**src/rtl/ioctl_upload_reader.sv**
```systemverilog
// ioctl upload reader: streams SDRAM back to the HPS over the ioctl upload channel.
// It turns 16-bit HPS halfword reads into 32-bit Wishbone classic reads.
// A one-word cache lets the second halfword of a word be served without a bus cycle.
module ioctl_upload_reader #(
    parameter logic [25:0] BASE_ADDR = 26'h0400000,
    parameter int          TIMEOUT   = 1023
) (
    input  logic        clk_sys,
    input  logic        reset_n,
    input  logic        ioctl_upload,
    input  logic        ioctl_rd,
    input  logic [24:0] ioctl_addr,
    output logic [15:0] ioctl_din,
    output logic        ioctl_wait,
    output logic        wb_cyc,
    output logic        wb_stb,
    output logic        wb_we,
    output logic [3:0]  wb_sel,
    output logic [2:0]  wb_cti,
    output logic [25:0] wb_adr,
    input  logic [31:0] wb_dat_i,
    input  logic        wb_ack,
    output logic        rd_error
);

    localparam int CW = $clog2(TIMEOUT + 1);
    localparam logic [CW-1:0] COUNT_LAST = CW'(TIMEOUT - 1);

    typedef enum logic [1:0] {IDLE, FETCH, ABORT} state_t;

    state_t        state_q;
    state_t        state_d;
    logic          upload_q;
    logic [31:0]   cache_word;
    logic [22:0]   cache_tag;
    logic          cache_valid;
    logic [22:0]   req_tag;
    logic          req_half;
    logic          deliver;
    logic [CW-1:0] count_q;

    logic          upload_rise;
    logic          cache_hit;
    logic          start_hit;
    logic          start_miss;
    logic          fetch_done;
    logic          fetch_timeout;
    logic          fetch_abort;
    logic          unused_addr_bit;

    assign upload_rise     = ioctl_upload && !upload_q;
    assign cache_hit       = cache_valid && !upload_rise && (cache_tag == ioctl_addr[24:2]);
    assign unused_addr_bit = ioctl_addr[0];

    assign wb_stb = wb_cyc;
    assign wb_we  = 1'b0;
    assign wb_sel = 4'b1111;
    assign wb_cti = 3'b000;

    // State register for the read sequencer.
    always_ff @(posedge clk_sys) begin
        if (!reset_n) begin
            state_q <= IDLE;
        end else begin
            state_q <= state_d;
        end
    end

    // Next-state decode: accept reads only when idle and not holding off the HPS.
    always_comb begin
        state_d       = state_q;
        start_hit     = 1'b0;
        start_miss    = 1'b0;
        fetch_done    = 1'b0;
        fetch_timeout = 1'b0;
        fetch_abort   = 1'b0;
        case (state_q)
            IDLE: begin
                if (ioctl_rd && ioctl_upload && !ioctl_wait) begin
                    if (cache_hit) begin
                        start_hit = 1'b1;
                    end else begin
                        start_miss = 1'b1;
                        state_d    = FETCH;
                    end
                end
            end
            FETCH: begin
                if (!ioctl_upload) begin
                    fetch_abort = 1'b1;
                    state_d     = ABORT;
                end else if (wb_ack) begin
                    fetch_done = 1'b1;
                    state_d    = IDLE;
                end else if (count_q == COUNT_LAST) begin
                    fetch_timeout = 1'b1;
                    state_d       = IDLE;
                end
            end
            ABORT: begin
                state_d = IDLE;
            end
            default: begin
                state_d = IDLE;
            end
        endcase
    end

    // Datapath: bus control, cache, returned halfword, timeout counter and error flag.
    always_ff @(posedge clk_sys) begin
        if (!reset_n) begin
            upload_q    <= 1'b0;
            cache_word  <= 32'h0;
            cache_tag   <= 23'h0;
            cache_valid <= 1'b0;
            req_tag     <= 23'h0;
            req_half    <= 1'b0;
            deliver     <= 1'b0;
            count_q     <= '0;
            wb_cyc      <= 1'b0;
            wb_adr      <= 26'h0;
            ioctl_din   <= 16'h0;
            ioctl_wait  <= 1'b0;
            rd_error    <= 1'b0;
        end else begin
            upload_q <= ioctl_upload;
            deliver  <= fetch_done;

            if (upload_rise) begin
                cache_valid <= 1'b0;
                rd_error    <= 1'b0;
            end

            if (deliver) begin
                ioctl_din  <= req_half ? cache_word[31:16] : cache_word[15:0];
                ioctl_wait <= 1'b0;
            end

            if (start_hit) begin
                ioctl_din <= ioctl_addr[1] ? cache_word[31:16] : cache_word[15:0];
            end

            if (start_miss) begin
                wb_adr     <= BASE_ADDR + {1'b0, ioctl_addr[24:2], 2'b00};
                req_tag    <= ioctl_addr[24:2];
                req_half   <= ioctl_addr[1];
                wb_cyc     <= 1'b1;
                ioctl_wait <= 1'b1;
                count_q    <= '0;
            end

            if (state_q == FETCH) begin
                count_q <= count_q + CW'(1);
            end

            if (fetch_done) begin
                cache_word  <= wb_dat_i;
                cache_tag   <= req_tag;
                cache_valid <= 1'b1;
                wb_cyc      <= 1'b0;
            end

            if (fetch_timeout) begin
                wb_cyc      <= 1'b0;
                ioctl_din   <= 16'hFFFF;
                rd_error    <= 1'b1;
                cache_valid <= 1'b0;
                ioctl_wait  <= 1'b0;
            end

            if (fetch_abort) begin
                wb_cyc     <= 1'b0;
                ioctl_wait <= 1'b0;
            end
        end
    end

endmodule

```
**config.mk**
```make
export PLATFORM = sky130hd
export DESIGN_NAME = ioctl_upload_reader
export DESIGN_NICKNAME = d
export VERILOG_FILES = /design/src/rtl/ioctl_upload_reader.sv
export SDC_FILE = /design/constraint.sdc
export NUM_CORES = 1
export LEC_CHECK = 0
export CAP_MARGIN = 40
export CELL_PAD_IN_SITES_DETAIL_PLACEMENT = 2
export CELL_PAD_IN_SITES_GLOBAL_PLACEMENT = 2
export CORE_MARGIN = 8
export CORE_UTILIZATION = 33
export DETAILED_ROUTE_END_ITERATION = 10
export PLACE_DENSITY = 0.92
export SYNTH_ARGS = -nofsm -noshare
export SYNTH_HDL_FRONTEND = slang
export SYNTH_SLANG_ARGS = --single-unit
```
**constraint.sdc**
```tcl
create_clock -name clk_sys -period 2.5 [get_ports clk_sys]
set_input_delay 0.5 -clock clk_sys [delete_from_list [all_inputs] [get_ports clk_sys]]
set_output_delay 0.5 -clock clk_sys [all_outputs]
set_load 0.03 [all_outputs]
```
==> results of run 1 <==
==> worst max path at each step <==
stage          slack, ns           end  depth (start not counted)
4_1_cts             0.29    count_q[0]                          8
3_5_place_dp       -0.14  ioctl_din[1]                          8
3_3_place_gp        0.03    count_q[0]                          8
6_report            0.29  ioctl_din[1]                          8
5_1_grt             0.21  ioctl_din[8]                          8
2_1_floorplan       0.76  ioctl_din[5]                          7
==> cell usage in the layout, fill, tap and decap left out, drive strengths merged <==
cell and count:
nand2 176, dfxtp 117, clkdlybuf4s50 103, a21oi 76, mux2i 60, a311oi 36
buf 25, xnor2 22, nor2 22, clkbuf 20, conb 10, nand4 7
nand3 7, bufinv 6, inv 6, nor3 6, o21ai 5, nand2b 5
a41oi 4, and4 3, and3 3, a31o 3, ha 3, a31oi 3
clkinv 3, xor2 2, nor2b 2, o21a 2, a211oi 2, clkinvlp 2
nor4 2, o31ai 2, o32ai 1, and4bb 1, and2 1, a21boi 1
==> stage by stage <==
| step | worst slack, ns | total power [mW] | TNS, ns | hold slack [ns] |
|---|---|---|---|---|
| 6_report | 0.287 | 5.40 | 0 | 0.466 |
| 5_1_grt | 0.215 | 5.54 | 0 | 0.480 |
| 4_1_cts | 0.286 | 5.43 | 0 | 0.467 |
| 3_5_place_dp | -0.136 | 2.50 | -1.40 | 0.460 |
| 3_3_place_gp | 0.0330 | 2.47 | 0 | 0.437 |
| 2_1_floorplan | 0.765 | 2.28 | 0 | 0.432 |
==> kinds of logic after synthesis <==
| kind of cell | count (synthesis) | share of synthesized area [%] |
|---|---|---|
| compound gates | 135 | 15.8 |
| fa+ha+maj | 3 | 0.668 |
| simple gates | 235 | 18.2 |
| xor+xnor | 24 | 3.74 |
| flops | 117 | 41.7 |
| mux | 60 | 10.7 |
| buf+inv | 86 | 9.08 |
| other cells | 2 | 0.134 |
==> cells in the mapped netlist, types with 5 or more instances <==
library cell | number | area share (%)
nand3_1 | 6 | 0.53
xnor2_1 | 22 | 3.4
nor2_1 | 22 | 1.5
buf_2 | 9 | 0.80
dfxtp_1 | 117 | 42
buf_4 | 38 | 5.1
o21ai_0 | 5 | 0.44
nand4_1 | 5 | 0.56
mux2i_1 | 60 | 11
a21oi_1 | 76 | 6.8
a311oi_1 | 35 | 5.5
nand2_1 | 175 | 12
clkbuf_1 | 29 | 1.9
==> routing by layer <==
metal  vias to the layer above  part of all wire (%)
met4                         0                   3.0
met3                        54                   5.2
met5                         -                     0
met2                       185                    53
li1                       2399                     -
met1                      2653                    39
==> registers in the layout, summed over array words and instances, names as in the netlist, 2 cells and up <==
name	cells
cache_tag	23
ioctl_din	16
req_tag	23
state_q	2
wb_adr	4
cache_word	32
count_q	10
==> layout make-up <==
| cell class | instances | area [sq um] | area share (%) |
|---|---|---|---|
| tap | 220 | 275 | 3.70 |
| inverter | 5 | 18.8 | 0.253 |
| sequential | 117 | 2340 | 31.5 |
| clock buffer | 20 | 467 | 6.28 |
| clock inverter | 12 | 223 | 3.00 |
| timing repair buffer | 128 | 1280 | 17.2 |
| multi-input combinational | 467 | 2830 | 38.0 |
==> power by group <==
part           switching (mW)  internal, mW  total [mW]  leakage, nW
logic                   0.302         0.227       0.529         1.28
clock network           0.968          1.95        2.92        0.333
registers              0.0425          1.91        1.95        0.947
total                    1.31          4.08        5.40         2.56
==> critical path, cell delays in order <==
cell and delay [ns]:
clkdlybuf4s50_1 0.47, xnor2_1 0.25, nand4_1 0.26, nor4_4 0.20
buf_4 0.21, buf_12 0.16, a311oi_1 0.13, a311oi_1 0.35
==> reports/qor.csv, run 1 <==
metric;value;unit
status;finished clean;
vias_per_cell;5.46;
avgRoutedWirePerCell;24.3;um
finalCriticalPeriod;2.21;ns
ir_drop;0.501;mV
dieArea;0.0215;sq mm
cp-startpoint;ioctl_addr[4];
arrival;2.53;ns
grt_pass1_vias;6208;
worst_slew_pin_slew;0.635;ns
cts_sinks;117;
grt.busiest_layer;met2;
synth-seq-cells;117;
antenna_found_initial;0;
met3_usage;5.84;%
critical_path.max_fanout;16;
synth.cell_area;0.00562;sq mm
grt_pass1_wl;37000;um
reg2reg_depth;5;
place_area;0.00674;sq mm
async_flop_share;0;%
post_cts_buffers;0;
critPathRequiredTime;2.82;ns
clock_skew;0.0101;ns
synth-main-ff-cell;dfxtp_1;
num_rows;47;
grt_max_degree;51;
max_freq;452;MHz
die_h;147;um
numPortBuffers;104;
grt_overflow;0;
area_growth;32.2;%
h-tree-depth;4;
placed_cells;937;
cts_hold_buf;0;
place_congestion;0.776;
min_path_cells;2;
startpoint_type;input port;
power_density;726;mW/mm^2
clkTransAtPathRegs;0.06;ns
slew_viol_final;0;
die_w;147;um
syn_inst;662;
cts_tree;built;
critical_path_class;in -> reg;
nFillCells;1768;
drv_cap;0;
nets;801;
timing.final.crit_share;88.5;%
core-area;0.0166;sq mm
setup_viol;0;
drc;0;
io_pins;116;
dr.pass1.iters;5;
min-delay-start;req_tag[22];
synth_cell_types;48;
num_antenna_cells;0;
insertion_delay;0.43;ns
fin_area;0.00743;sq mm
hold_violations;0;
r2r_end;ioctl_din[8];
relSlewSlack;57.7;%
cts_buffers;17;
synth_edf_count;0;
fin_cells;969;
hold_end;cache_tag[22];
hold_path.class;reg -> reg;
initial_utilization;33.8;%
drive_gt1_share;10.1;%
grt_setup_unrepaired;false;
cts_resized;0;
grtUsageMet2;39.8;%
ys_seq_area_share;41.7;%
utilization;44.7;%
yosys_warnings;0;
track_usage;22.0;%
p_leak;2.56;nW
clockBufferDepth;2;
root_buffer;clkbuf_16;
regToRegSetupSlack;0.44;ns
cp-end-kind;flop;
syn_avg_cell_area;8.49;sq um
gr-usage-met1;23.4;%
r2r_start;req_half;
hpwl;14800;um
drt_first_iter_violations;305;
vias;5291;
routed_wirelength;23600;um
ant_nets;0;
Note: power is estimated with default switching activity, not from simulation.
==> inputs of run 2 (changes only) <==
clock period = 2.6 ns   (was 2.5 ns; I/O delays follow)
==> run 2 against run 1 <==
Compared with the run above:
- routed wire length down 4.8%
- clock-buffer cell count down 2
- worst hold slack better by 0.0077 ns
- via count down 0.66%
- die area unchanged
- critical endpoint is now count_q[0]
- largest power group unchanged
==> reports/qor.csv, run 2 (synthesized netlist as in run 1, its figures left out) <==
metric;value;unit;change
status;finished clean;;unchanged
multiInputGateArea;0.00283;sq mm;unchanged
dieArea;0.0215;sq mm;unchanged
clkTransAtPathRegs;0.06;ns;about the same
setup_viol;0;;unchanged
antenna_found_initial;0;;unchanged
wl_met2;11900;um;was 12600 um
fin_cells;968;;was 969
cts_hold_buf;0;;unchanged
area_growth;30.5;%;was 32.2%
critPathRequiredTime;2.92;ns;was 2.82 ns
grt_max_degree;55;;was 51
m1WireLength;8780;um;was 9110 um
seqCellArea;0.00234;sq mm;unchanged
vias;5256;;was 5291
grt_pass1_wl;35200;um;was 37000 um
hold_ws;0.474;ns;was 0.466 ns
arrival;2.63;ns;was 2.53 ns
drive_gt1_share;9.89;%;was 10.1%
drv_cap;0;;unchanged
clockBufferDepth;2;;unchanged
critical_path_class;in -> reg;;unchanged
p_leak;2.50;nW;was 2.56 nW
regMostFlops;cache_word;;unchanged
largest_reg_flops;32;;unchanged
slew_viol_final;0;;unchanged
hpwl;14200;um;was 14800 um
placed_cells;936;;was 937
grt_setup_unrepaired;false;;unchanged
die_h;147;um;unchanged
reg.largest.list;cache_word x32, cache_tag x23, req_tag x23;;unchanged
post_cts_buffers;0;;unchanged
cp-end-kind;flop;;unchanged
initial_utilization;33.8;%;unchanged
critical_path.max_fanout;31;;was 16
max_freq;434;MHz;
fin_tns_setup;0;ns;unchanged
cp-startpoint;ioctl_addr[21];;was ioctl_addr[4]
timing.final.crit_share;88.7;%;
hold_violations;0;;unchanged
finalCriticalPeriod;2.31;ns;
dr.pass1.iters;4;;was 5
min-delay-start;req_tag[9];;was req_tag[22]
cts_resized;0;;unchanged
worst_slew_pin_slew;0.673;ns;was 0.635 ns
routed_wirelength;22500;um;was 23600 um
vias_per_cell;5.43;;was 5.46
wl_met3;974;um;was 1220 um
grt_overflow;0;;unchanged
relSlewSlack;55.1;%;was 57.7%
core-area;0.0166;sq mm;unchanged
insertion_delay;0.43;ns;about the same
cts_sinks;117;;unchanged
num_antenna_cells;0;;unchanged
grt_pass1_vias;6066;;was 6208
ir_drop;0.459;mV;was 0.501 mV
final_common_cell;nand2_1;;unchanged
place_congestion;0.781;;was 0.776
track_usage;20.9;%;was 22.0%
numPortBuffers;104;;unchanged
r2r_start;cache_tag[12];;was req_half
startpoint_type;input port;;unchanged
finalPower;4.83;mW;was 5.40 mW
topRoutingLayerUsed;met4;;unchanged
hold_path.class;reg -> reg;;unchanged
nFillCells;1764;;was 1768
avgRoutedWirePerCell;23.2;um;was 24.3 um
drt_first_iter_violations;201;;was 305
root_buffer;clkbuf_16;;unchanged
ant_nets;0;;unchanged
io_pins;116;;unchanged
num_rows;47;;unchanged
clock_skew;0.0139;ns;was 0.0101 ns
nets;800;;was 801
cts_tree;built;;unchanged
final_cell_mix;nand2_1 (175), dfxtp_1 (117), clkdlybuf4s50_1 (103), a21oi_1 (76), mux2i_1 (60);;unchanged
h-tree-depth;4;;unchanged
drc;0;;unchanged
cts_buffers;17;;unchanged
power_density;658;mW/mm^2;was 726 mW/mm^2
die_w;147;um;unchanged
run 2: final cells by class:
type | count | share of cell area [%]
clock inverter | 14 | 2.40
sequential | 117 | 31.9
clock buffer | 18 | 5.85
timing repair buffer | 127 | 17.3
tap | 220 | 3.75
inverter | 5 | 0.256
multi-input combinational | 467 | 38.5
run 2: stage by stage:
step / instance area, sq um / util, % / setup WS, ns
after global routing: 7340 / 44.1 / 0.176
after floorplan: 5650 / - / 0.865
final: 7340 / 44.1 / 0.295
after CTS: 7340 / 44.1 / 0.243
after detailed placement: 6730 / 40.5 / -0.111
after global placement: 6730 / 40.5 / 0.108
run 2: worst paths after layout:
kind,to,slack [ns],cells after the start
setup / recovery,count_q[0],0.29,8
hold / removal,cache_tag[9],0.47,2
setup reg to reg,count_q[0],0.55,7
hold reg to reg,cache_tag[9],0.47,2
run 2: routing by layer:
metal | track usage (%) | vias up
met5 | 0 | -
met4 | 10.9 | 0
met3 | 5.10 | 58
met2 | 38.2 | 155
met1 | 21.7 | 2650
li1 | - | 2393
run 2: critical path: stages:
cell	delay, ns
clkdlybuf4s50_1	0.46
xnor2_1	0.30
nand4_1	0.17
nor3_2	0.29
buf_12	0.21
a31oi_4	0.11
buf_12	0.22
o31ai_1	0.33
run 2: report_power, final:
group	internal [mW]	switching, mW	total, mW
Clock	1.51	0.942	2.46
Combinational	0.216	0.282	0.498
Sequential	1.83	0.0410	1.87
==> inputs of run 3 (changes only) <==
SLEW_MARGIN = 10   (was unset)
==> results of run 3 <==
No change in the layout: final DEF, timing and power equal those of run 2.
